==> config.mk <==
export PLATFORM = sky130hd
export DESIGN_NAME = regfile_mp
export DESIGN_NICKNAME = d
export VERILOG_FILES = /design/src/rtl/regfile_pkg.sv /design/src/rtl/regfile_scoreboard.sv /design/src/rtl/regfile_mp.sv
export SDC_FILE = /design/constraint.sdc
export NUM_CORES = 2
export LEC_CHECK = 0
export ABC_AREA = 1
export CAP_MARGIN = 10
export CORE_MARGIN = 4
export CORE_UTILIZATION = 30
export CTS_BUF_LIST = sky130_fd_sc_hd__clkbuf_4 sky130_fd_sc_hd__clkbuf_8
export CTS_CLUSTER_DIAMETER = 30
export DETAILED_ROUTE_END_ITERATION = 10
export PLACE_DENSITY = 0.45
export RECOVER_POWER = 50
export REMOVE_ABC_BUFFERS = 1
export SYNTH_ARGS = -nofsm -noshare
export SYNTH_HDL_FRONTEND = slang
export SYNTH_SLANG_ARGS = --single-unit
==> constraint.sdc <==
create_clock -name clk -period 2.9 [get_ports clk]
set_input_delay 0.435 -clock clk [delete_from_list [all_inputs] [get_ports clk]]
set_output_delay 0.435 -clock clk [all_outputs]
set_load 0.005 [all_outputs]
==> src/rtl/regfile_pkg.sv <==
// Shared sizing helpers and types for the multi-port register file.
package regfile_pkg;

    function automatic int rf_aw(input int nregs);
        return $clog2(nregs);
    endfunction

    function automatic int rf_cw(input int nregs);
        return $clog2(nregs + 1);
    endfunction

    localparam int RF_NREGS = 32;
    localparam int RF_AW    = rf_aw(RF_NREGS);
    localparam int RF_CW    = rf_cw(RF_NREGS);

    typedef logic [RF_AW-1:0]    reg_addr_t;
    typedef logic [RF_NREGS-1:0] sb_state_t;

endpackage

==> src/rtl/regfile_scoreboard.sv <==
// Pending-write scoreboard: per-register busy bits set by long-latency issue,
// cleared by port-B writeback, with population count and sticky protocol error.
module regfile_scoreboard
    import regfile_pkg::*;
#(
    parameter int NREGS = 32
) (
    input  logic                      clk,
    input  logic                      reset,
    input  logic                      iss_v,
    input  logic [rf_aw(NREGS)-1:0]   iss_a,
    input  logic                      we_b,
    input  logic [rf_aw(NREGS)-1:0]   wa_b,
    output logic [NREGS-1:0]          busy,
    output logic [rf_cw(NREGS)-1:0]   pend_cnt,
    output logic                      sb_err
);
    localparam int CW = rf_cw(NREGS);

    logic [NREGS-1:0] busy_q, busy_d;
    logic [CW-1:0]    pend_cnt_q, pend_cnt_d;
    logic             sb_err_q, sb_err_d;
    logic             iss_hit, clr_hit, same, set_new, clr_real;

    always_comb begin
        iss_hit  = iss_v && (iss_a != '0);
        clr_hit  = we_b && (wa_b != '0);
        same     = iss_hit && clr_hit && (iss_a == wa_b);

        busy_d = busy_q;
        if (clr_hit) busy_d[wa_b]  = 1'b0;
        if (iss_hit) busy_d[iss_a] = 1'b1;

        // Count only real bit transitions; a same-address issue+clear of a busy bit is a no-op.
        set_new  = iss_hit && !busy_q[iss_a];
        clr_real = clr_hit && busy_q[wa_b] && !same;
        pend_cnt_d = pend_cnt_q;
        if (set_new && !clr_real)
            pend_cnt_d = pend_cnt_q + CW'(1);
        else if (clr_real && !set_new)
            pend_cnt_d = pend_cnt_q - CW'(1);

        sb_err_d = sb_err_q
                 | (iss_hit && busy_q[iss_a] && !same)
                 | (clr_hit && !busy_q[wa_b]);
    end

    always_ff @(posedge clk or negedge reset) begin
        if (!reset) begin
            busy_q     <= '0;
            pend_cnt_q <= '0;
            sb_err_q   <= 1'b0;
        end else begin
            busy_q     <= busy_d;
            pend_cnt_q <= pend_cnt_d;
            sb_err_q   <= sb_err_d;
        end
    end

    assign busy     = busy_q;
    assign pend_cnt = pend_cnt_q;
    assign sb_err   = sb_err_q;

endmodule

==> src/rtl/regfile_mp.sv <==
// Multi-port register file: NRD combinational read ports, write ports A/B, hazard scoreboard.
// Define REGFILE_BYPASS_EN to forward same-cycle write data to the read ports.
module regfile_mp
    import regfile_pkg::*;
#(
    parameter int WIDTH   = 32,
    parameter int NREGS   = 32,
    parameter int NRD     = 2,
    parameter int DBG_IDX = 2
) (
    input  logic                        clk,
    input  logic                        reset,
    input  logic [NRD*rf_aw(NREGS)-1:0] ra,
    output logic [NRD*WIDTH-1:0]        rd,
    output logic [NRD-1:0]              rd_busy,
    input  logic                        we_a,
    input  logic [rf_aw(NREGS)-1:0]     wa_a,
    input  logic [WIDTH-1:0]            wd_a,
    input  logic                        we_b,
    input  logic [rf_aw(NREGS)-1:0]     wa_b,
    input  logic [WIDTH-1:0]            wd_b,
    input  logic                        iss_v,
    input  logic [rf_aw(NREGS)-1:0]     iss_a,
    output logic                        stall,
    output logic [rf_cw(NREGS)-1:0]     pend_cnt,
    output logic                        sb_err,
    output logic [WIDTH-1:0]            dbg_q
);
    localparam int AW = rf_aw(NREGS);

    logic [WIDTH-1:0] rf_q [NREGS];
    logic [WIDTH-1:0] rf_d [NREGS];
    logic [NREGS-1:0] busy;
    logic [AW-1:0]    rd_addr;
    logic [WIDTH-1:0] rd_val;
    logic             rd_bsy;

    regfile_scoreboard #(
        .NREGS (NREGS)
    ) u_sb (
        .clk      (clk),
        .reset    (reset),
        .iss_v    (iss_v),
        .iss_a    (iss_a),
        .we_b     (we_b),
        .wa_b     (wa_b),
        .busy     (busy),
        .pend_cnt (pend_cnt),
        .sb_err   (sb_err)
    );

    // Port A is applied last so it wins an address collision with port B.
    always_comb begin
        rf_d = rf_q;
        if (we_b && (wa_b != '0)) rf_d[wa_b] = wd_b;
        if (we_a && (wa_a != '0)) rf_d[wa_a] = wd_a;
    end

    always_ff @(posedge clk or negedge reset) begin
        if (!reset) rf_q <= '{default: '0};
        else        rf_q <= rf_d;
    end

    always_comb begin
        rd      = '0;
        rd_busy = '0;
        rd_addr = '0;
        rd_val  = '0;
        rd_bsy  = 1'b0;
        for (int unsigned i = 0; i < NRD; i++) begin
            rd_addr = ra[i*AW +: AW];
            rd_val  = rf_q[rd_addr];
            rd_bsy  = busy[rd_addr];
`ifdef REGFILE_BYPASS_EN
            if (we_b && (wa_b == rd_addr) && (rd_addr != '0)) begin
                rd_val = wd_b;
                rd_bsy = 1'b0;
            end
            if (we_a && (wa_a == rd_addr) && (rd_addr != '0))
                rd_val = wd_a;
`endif
            rd[i*WIDTH +: WIDTH] = reset ? rd_val : '0;
            rd_busy[i]           = reset & rd_bsy;
        end
    end

    assign stall = |rd_busy;
    assign dbg_q = rf_q[DBG_IDX];

endmodule

## Word-level counts from Yosys, hierarchy flattened

Cells that the tools add are included.

- Output and inout port bits: 106
- Bits of input ports: 94
- Word-level logic and storage cells: 120
- Bits in registers: 1063

- Multiplexer cells: 32
- Bitwise logic cells: 11
- Add/subtract/negate cells: 2
- Reductions and logical operators: 27
- Equality and inequality tests: 1
- $lt $le $gt $ge: 12

Operators by type and width:

| kind | count |
|---|---|
| bitwise mux 1024 bit | 2 |
| two-way mux 1024 bit | 2 |
| binary-select mux 32 bit (select 5 bit) | 2 |
| demux 32 bit (select 5 bit) | 2 |
| two-way mux 32 bit | 10 |
| AND 32 bit | 1 |
| NOT 32 bit | 1 |
| OR 32 bit | 1 |
| >= comparator 6 bit (second input constant) | 4 |
| < comparator 5 x 6 -> 1 bit (second input constant) | 4 |
| NOT 5 -> 6 bit | 4 |
| binary-select mux 1 bit (select 5 bit) | 4 |
| logical AND 1 bit | 17 |
| nonzero test 5 bit | 3 |
| < comparator 6 x 1 -> 1 bit (second input constant) | 2 |
| two-way mux 6 bit | 2 |
| demux 1 bit (select 5 bit) | 2 |
| >= comparator 5 x 1 -> 1 bit (second input constant) | 2 |
| adder 6 x 1 -> 6 bit (second input constant) | 1 |
| two-way mux 1 bit | 6 |
| subtractor 6 x 1 -> 6 bit (second input constant) | 1 |
| == test 5 bit | 1 |
| zero test 1 bit | 5 |
| AND 1 bit | 2 |
| other kinds (3) | 4 |

## Longest topological paths before layout

- Word-level depth: 9
- Mapped depth: 21
- Gate-level depth less buffers: 20

## By module

From an unflattened synthesis, not the netlist that was laid out.

- Cell total of the unflattened synthesis: 11254
- Area total of the unflattened synthesis: 72072.9 um^2

Modules (own cells, without submodules):

| module | area an instance (um^2) | instances | sequential area each (um^2) | cells each |
|---|---|---|---|---|
| regfile_mp | 69455.4 | 1 | 25624.6 | 10850 |
| regfile_scoreboard | 2617.5 | 1 | 975.9 | 404 |

## Worst setup path before layout

Ideal clock, no wire load.

- Path kind: input to register
- Start: input wa_b[0]
- End: register u_sb.pend_cnt_q[3] (netlist: u_sb.pend_cnt[3])
- Data required time: 2.766 ns
- Buffers on the path: 4
- Setup time: 0.134 ns
- Slack: -0.084 ns
- Cell stages on the path: 17
- Arrival: 2.850 ns
- Cells stage by stage: buf_2 > nor2_2 > nand2_4 > nand2_4 > buf_6 > buf_4 > buf_4 > nor2_1 > nand3_1 > nand3_1 > ha_1 > inv_1 > ha_1 > a21oi_1 > and2_1 > xor2_1 > o21ai_0

- Longest elaborated chain between the ends: 9
- Elaborated cells between the ends (all ways): 15
- Those cells by class: eq/ne: 1; mux: 3; reduce/logical: 11

Ends and longest elaborated chain:

| element | RTL line | source |
|---|---|---|
| start, declared | regfile_mp.sv:20 | `input logic [rf_aw(NREGS)-1:0] wa_b,` |
| parallel branches: the longest is 5 deep, another holds binary-select mux 1 bit (select 5 bit) | - |  |
| logical AND 1 bit * | regfile_scoreboard.sv:36 | `clr_real = clr_hit && busy_q[wa_b] && !same;` |
| zero test 1 bit | regfile_scoreboard.sv:38 | `if (set_new && !clr_real)` |
| logical AND 1 bit | regfile_scoreboard.sv:38 |  |
| two-way mux 6 bit or nonzero test 2 bit (tied branches) | - |  |
| end signal, assigned | regfile_scoreboard.sv:55 | `pend_cnt_q <= pend_cnt_d;` |
| end, declared | regfile_scoreboard.sv:21 | `logic [CW-1:0] pend_cnt_q, pend_cnt_d;` |

Every way passes the cells marked *. The select of a mux whose other input is x is not followed.
A chain may end at the register's enable or synchronous reset.

==> flow_summary.toml <==
[clocking]
insertion_delay_ps = 1110
cts_tree = "done"
cts_root_buf = "clkbuf_8"
htree_levels = 5
path_clk_slew_ps = 40
clockBufferDepth = 4
clock-sinks = 1063
numCtsBuffers = 373

[power]
p_leak_nw = 47.3
powerDensity_nw_per_um2 = 719
ir_drop_uv = 434

[yosys]
synth_async_sr_flop_share = 1.00
synth_area_per_cell_sq_um = 6.33
ys.flop_type = "dfrtp_1"
synth_edf_count = 0
netlist_top_cells_area = "dfrtp_1 37%, nand2_1 20%, o21ai_0 9.0%"
ys_types = 38
synthCells = 11358
ys_seq_elements = 1063
ys_seq_area_frac = 0.370
ys_warn_count = 0
synth_top_area_share = 0.370
yosysTopAreaCell = "dfrtp_1"
synth_area_sq_um = 71900

[critical_path]
criticalPathCategory = "in2reg"
cp_data_arrival_time_ps = 4150
cp-start-kind = "primary input"
critPathRequiredTime_ps = 3900
cp.buffers_inverters = 6
critPathMaxStageDelay_ps = 1130
worst_setup_path_end_kind = "register"
path_cells = "dlygate4sd3_1, nor2_1, nand2_4, inv_1, nand2_1, clkbuf_1, nand4_1, clkbuf_1, clkbuf_4, nand2_1, nand3_1, o21ai_0, inv_1"
critical-path-top-delay-family = "buffers and inverters"
slowest_stage = "clkbuf_1"
path_max_fanout = 18

[die]
dieArea_sq_um = 247000
chipHeight_microns = 497
row_count = 179
die_width_microns = 497
start_util = 0.302
ios = 200
coreArea_sq_um = 238000

[placed_design]
place_area_sq_um = 86100
portBuffers = 199
gp_congestion = 0.982
dp_slack_ps = -573
dp.final_hpwl_mm = 318
dp.cells = 14850

[detailed_routing]
first_pass_iters = 7
dr_total_vias = 89888
wire_per_inst_microns = 30.2
ant_nets = 0
via_per_inst = 5.75
post-route-drc-count = 0
wirelength_mm = 472
drtIter0Drc = 13376

[global_route]
grt_max_degree = 150
grt_pass1_vias = 82895
grt_use_met3 = 0.105
antenna_found_initial = 29
grt_usage = 0.365
grt_use_met1 = 0.488
met2_usage = 0.532
grt_first_pass_wirelength_mm = 651
overflow = 0
grt.busiest_layer = "met2"

[cells_and_area]
nNetsFinal = 12263
drive_gt1_frac = 0.207
utilization = 0.410
final_common_cell = "nand2_1"
post_layout_nonfiller_instances = 15620
layout_common_cells = "3642 x nand2_1, 1096 x nand3_1, 1048 x o21ai_0"
fill_cells = 24855
final_area_sq_um = 97500
area_growth_pct = 35.7

[timing]
fin_crit_ps = 3140
worstMarginPinSlew_ps = 1820
finalSetupTns_ps = -9200
hold_viol_final = 0
drv_slew = 180
max_freq_mhz = 318
finalSetupViolCount = 107
relSlewSlack = -0.214
grt_setup_unrepaired = "yes"
fin_skew_ps = 62.3
final.setup.worst_slack_ps = -244
fin_crit_sh = 1.08

[run]
drv_cap = 6

[outcome]
outcome = "complete, but fails checks"
failed_checks = "max-capacitance violations, max-slew violations, negative setup slack"

[worst_hold_path]
min_path_type = "in2reg"
## area by class of cell
| class | count | area (sq um) | area share |
|---|---|---|---|
| repair buffers | 1466 | 14500 | 0.149 |
| flip-flops and latches | 1063 | 26600 | 0.273 |
| well taps | 3167 | 3960 | 0.0406 |
| multi-input cells | 8338 | 40300 | 0.413 |
| clock buffers | 526 | 6830 | 0.0700 |
| inverters | 921 | 3510 | 0.0360 |
| diodes | 20 | 50.0 | 0.000513 |
| clock inverters | 119 | 1750 | 0.0179 |
## report_power, final
part / switching (mW) / leakage (nW) / internal (mW) / total [mW]
logic: 11.3 / 30.0 / 7.82 / 19.1
clock network: 9.70 / 4.47 / 18.9 / 28.6
registers: 3.55 / 12.8 / 18.9 / 22.4
## registers in the layout, summed over array words and instances, names as in the netlist
register / count
rf_q: 992
dbg_q: 32
u_sb.busy: 32
u_sb.pend_cnt: 6
u_sb.sb_err: 1
## metrics by stage
stage | hold WS, ps | power [mW]
3_3_place_gp | 351 | 38.9
2_1_floorplan | 139 | 31.2
3_5_place_dp | 353 | 39.2
4_1_cts | 0.519 | 69.2
6_report | 116 | 70.1
5_1_grt | 86.3 | 73.5
## cells in the mapped netlist (2+ instances only)
master and instances:
a21oi_1 577, a22oi_1 68, a32oi_1 3, buf_1 97, buf_2 137, buf_4 38
buf_6 3, clkbuf_1 760, clkinv_1 28, dfrtp_1 1063, ha_1 5, inv_1 862
inv_2 30, nand2_1 3798, nand2_2 15, nand2_4 4, nand3_1 1169, nand4_1 18
nor2_1 729, nor2_2 11, nor2_4 6, nor3_1 8, o211ai_1 281, o21ai_0 1287
o21ai_1 22, o221ai_1 2, o22ai_1 321, or2_2 2, xnor2_1 3, xor2_1 3
## logic make-up after synthesis
family / Yosys count / share of synthesized area
AO/OA/AOI/OAI: 2565 / 0.197
XOR/XNOR: 6 / 0.000731
adder cells (fa/ha/maj): 6 / 0.00115
buffers and inverters: 1957 / 0.107
flip-flops: 1063 / 0.370
AND/OR/NAND/NOR: 5761 / 0.324
## tightest hold or removal path, delay by kind of cell
family                 cells  cell delay (ps)
AO/OA/AOI/OAI              1              120
buffers and inverters      2              600
## worst paths after layout
kind	from	endpoint	slack, ps	cells past startpoint
worst max-delay path	wa_b[4]	rf_q[843]	-240	13
worst min-delay path	wd_a[7]	rf_q[839]	120	3
worst max register to register	u_sb.busy[21]	u_sb.pend_cnt[5]	200	20
worst min register to register	rf_q[1003]	rf_q[1003]	400	0
max in group asynchronous	reset	dbg_q[31]	50	8
min in group asynchronous	reset	rf_q[186]	410	6
## what timing repair did
action	4_1_cts	5_1_grt
gates resized for setup	1016	332
endpoints found under the hold margin	478	0
hold buffers	33	0
pin swaps	408	276
endpoints found under the setup margin	67	70
buffers inserted	140	28
## metal layers
metal,up-vias,wire length [microns]
met5,-,66
met4,10,28600
met3,1285,57800
met2,6442,196000
met1,43361,189000
li1,38790,-
Note: power is estimated with default switching activity, not from simulation.
==> patch (same settings) <==
`NREGS` is set to 32 in 2 places; all go to 16.
--- a/src/rtl/regfile_scoreboard.sv
+++ b/src/rtl/regfile_scoreboard.sv
@@ -3,7 +3,7 @@
 module regfile_scoreboard
     import regfile_pkg::*;
 #(
-    parameter int NREGS = 32
+    parameter int NREGS = 16
 ) (
     input  logic                      clk,
     input  logic                      reset,
--- a/src/rtl/regfile_mp.sv
+++ b/src/rtl/regfile_mp.sv
@@ -4,7 +4,7 @@
     import regfile_pkg::*;
 #(
     parameter int WIDTH   = 32,
-    parameter int NREGS   = 32,
+    parameter int NREGS   = 16,
     parameter int NRD     = 2,
     parameter int DBG_IDX = 2
 ) (
Ports: changed (5 resized); port bits go from 200 to 194. No check against the original RTL was run, so the function may have changed too.
==> patch against the original RTL <==
  * Core utilization decreased by 2.4 points
  * Via count down 59%
  * Power is 55% lower
  * Sequential cell count fell by 529
  * Design area is 56% lower
  * Routed wire length fell by 66%
  * Worst setup slack improved by 0.37 ns
  * Area after synthesis down 53%
  * Critical path type is now input pin to primary output
  * Largest cell class unchanged
  * Largest power group unchanged
==> patch: results (changes against the original RTL) <==
| Metric | Value |
|---|---|
| Status | `complete, no violations` |
| Placed cells | `6001 (-60%)` |
| Peak VDD IR | `424 uV (-2.3%)` |
| Met3 GRT Util | `5.41% (-5.1 points)` |
| Routed WL | `163 mm (-66%)` |
| Nets | `4801 (-61%)` |
| Min-delay worst type | `input pin to async pin` |
| Crit-path max FO | `64 (+46)` |
| Met2 GRT Util | `40.7% (-12 points)` |
| Avg WL per Cell | `25.6 um (-15%)` |
| IO Port Bufs | `193 (-3.0%)` |
| 1st-iter DRT viols | `4135 (-69%)` |
| Synth area leaders | `dfrtp_1, o21ai_0, o211ai_1` |
| Place WS | `-0.350 ns (+0.223 ns)` |
| Clock Latency Late Sink | `0.83 ns (-0.28 ns)` |
| CTS H-tree depth | `4 (-1)` |
| GP Congestion | `0.841 (-14%)` |
| Grt met1 use | `39.1% (-9.7 points)` |
| Share of cells above drive strength 1 | `14.7% (-6.0 points)` |
| Slew @ Worst Pin | `0.983 ns (-0.837 ns)` |
| Max reg flops | `480 (-52%)` |
| Seq/Total Area, Yosys | `39.6% (+2.5 points)` |
| DPL Wire Length | `95.3 mm (-70%)` |
| Initial antenna violation count | `2 (-93%)` |
| Synth top cells by count | `o21ai_0, nand2_1, dfrtp_1, o211ai_1, nand3_1` |
| Clock Tree Buf Depth | `3 (-1)` |
| Largest net degree at the start of global routing | `146 (-2.7%)` |
patch: final timing paths:
| check | from | to | slack [ns] | cells past startpoint |
|---|---|---|---|---|
| max | reset | rd[20] | 0.12 | 6 |
| min | reset | rf_q[465] | 0.30 | 3 |
| max reg2reg | u_sb.busy[8] | u_sb.pend_cnt[4] | 0.34 | 16 |
| min reg2reg | rf_q[499] | rf_q[499] | 0.39 | 0 |
| max in group asynchronous | reset | dbg_q[12] | 1.10 | 4 |
| min in group clk | we_b | u_sb.sb_err | 0.36 | 5 |
patch: final cells by class:
| type | instances | share of cell area [%] |
|---|---|---|
| Timing Repair Buffer | 438 | 11.4 |
| Clock inverter | 83 | 2.29 |
| Sequential cell | 534 | 31.1 |
| Antenna cell | 3 | 0.0175 |
| Multi-Input combinational cell | 3181 | 39.8 |
| Clock buffer | 251 | 7.72 |
| Inverter | 372 | 3.28 |
| Tap cell | 1488 | 4.33 |
patch: timing repair:
| action | in CTS | in global routing |
|---|---|---|
| gates resized for setup | 59 | 84 |
| hold buffers | 1 | 0 |
| cloned | 0 | 0 |
| setup buffers | 11 | 1 |
| endpoints found under the hold margin | 87 | 0 |
| setup endpoints to repair | 54 | 41 |
| pin swaps | 28 | 21 |
patch: where the power goes:
group          total (uW)  switching [uW]  internal [uW]  leakage, uW
sequential          10500            1250           9250      0.00640
clock               14000            4800           9240      0.00228
combinational        7000            4050           2950      0.00959
total               31500           10100          21400       0.0183
patch: cells by family after synthesis:
kind of cell | synth area share, %
XOR/XNOR | 0.0519
buffers and inverters | 11.2
AND/OR/NAND/NOR | 17.2
flip-flops | 39.6
AO/OA/AOI/OAI | 31.8
adder cells (fa/ha/maj) | 0.207
patch: critical path, cell delays in order:
cell and delay [ns]:
dlygate4sd3_1 0.57, buf_8 0.14, clkinv_2 0.05, buf_12 0.43
a21oi_1 0.12, clkdlybuf4s50_1 0.49
patch: routing by layer:
layer | part of all wire, % | wire length, um
met1 | 45 | 73700
met3 | 8.6 | 14000
met5 | 0 | 0
met2 | 44 | 71100
met4 | 2.3 | 3720
patch: metrics by stage:
stage | utilization, % | area, sq um
finish | 38.6 | 43000
global route | 38.6 | 43000
CTS | 38.4 | 42700
detailed placement | 34.4 | 38300
global placement | 34.4 | 38300
floorplan | - | 31400
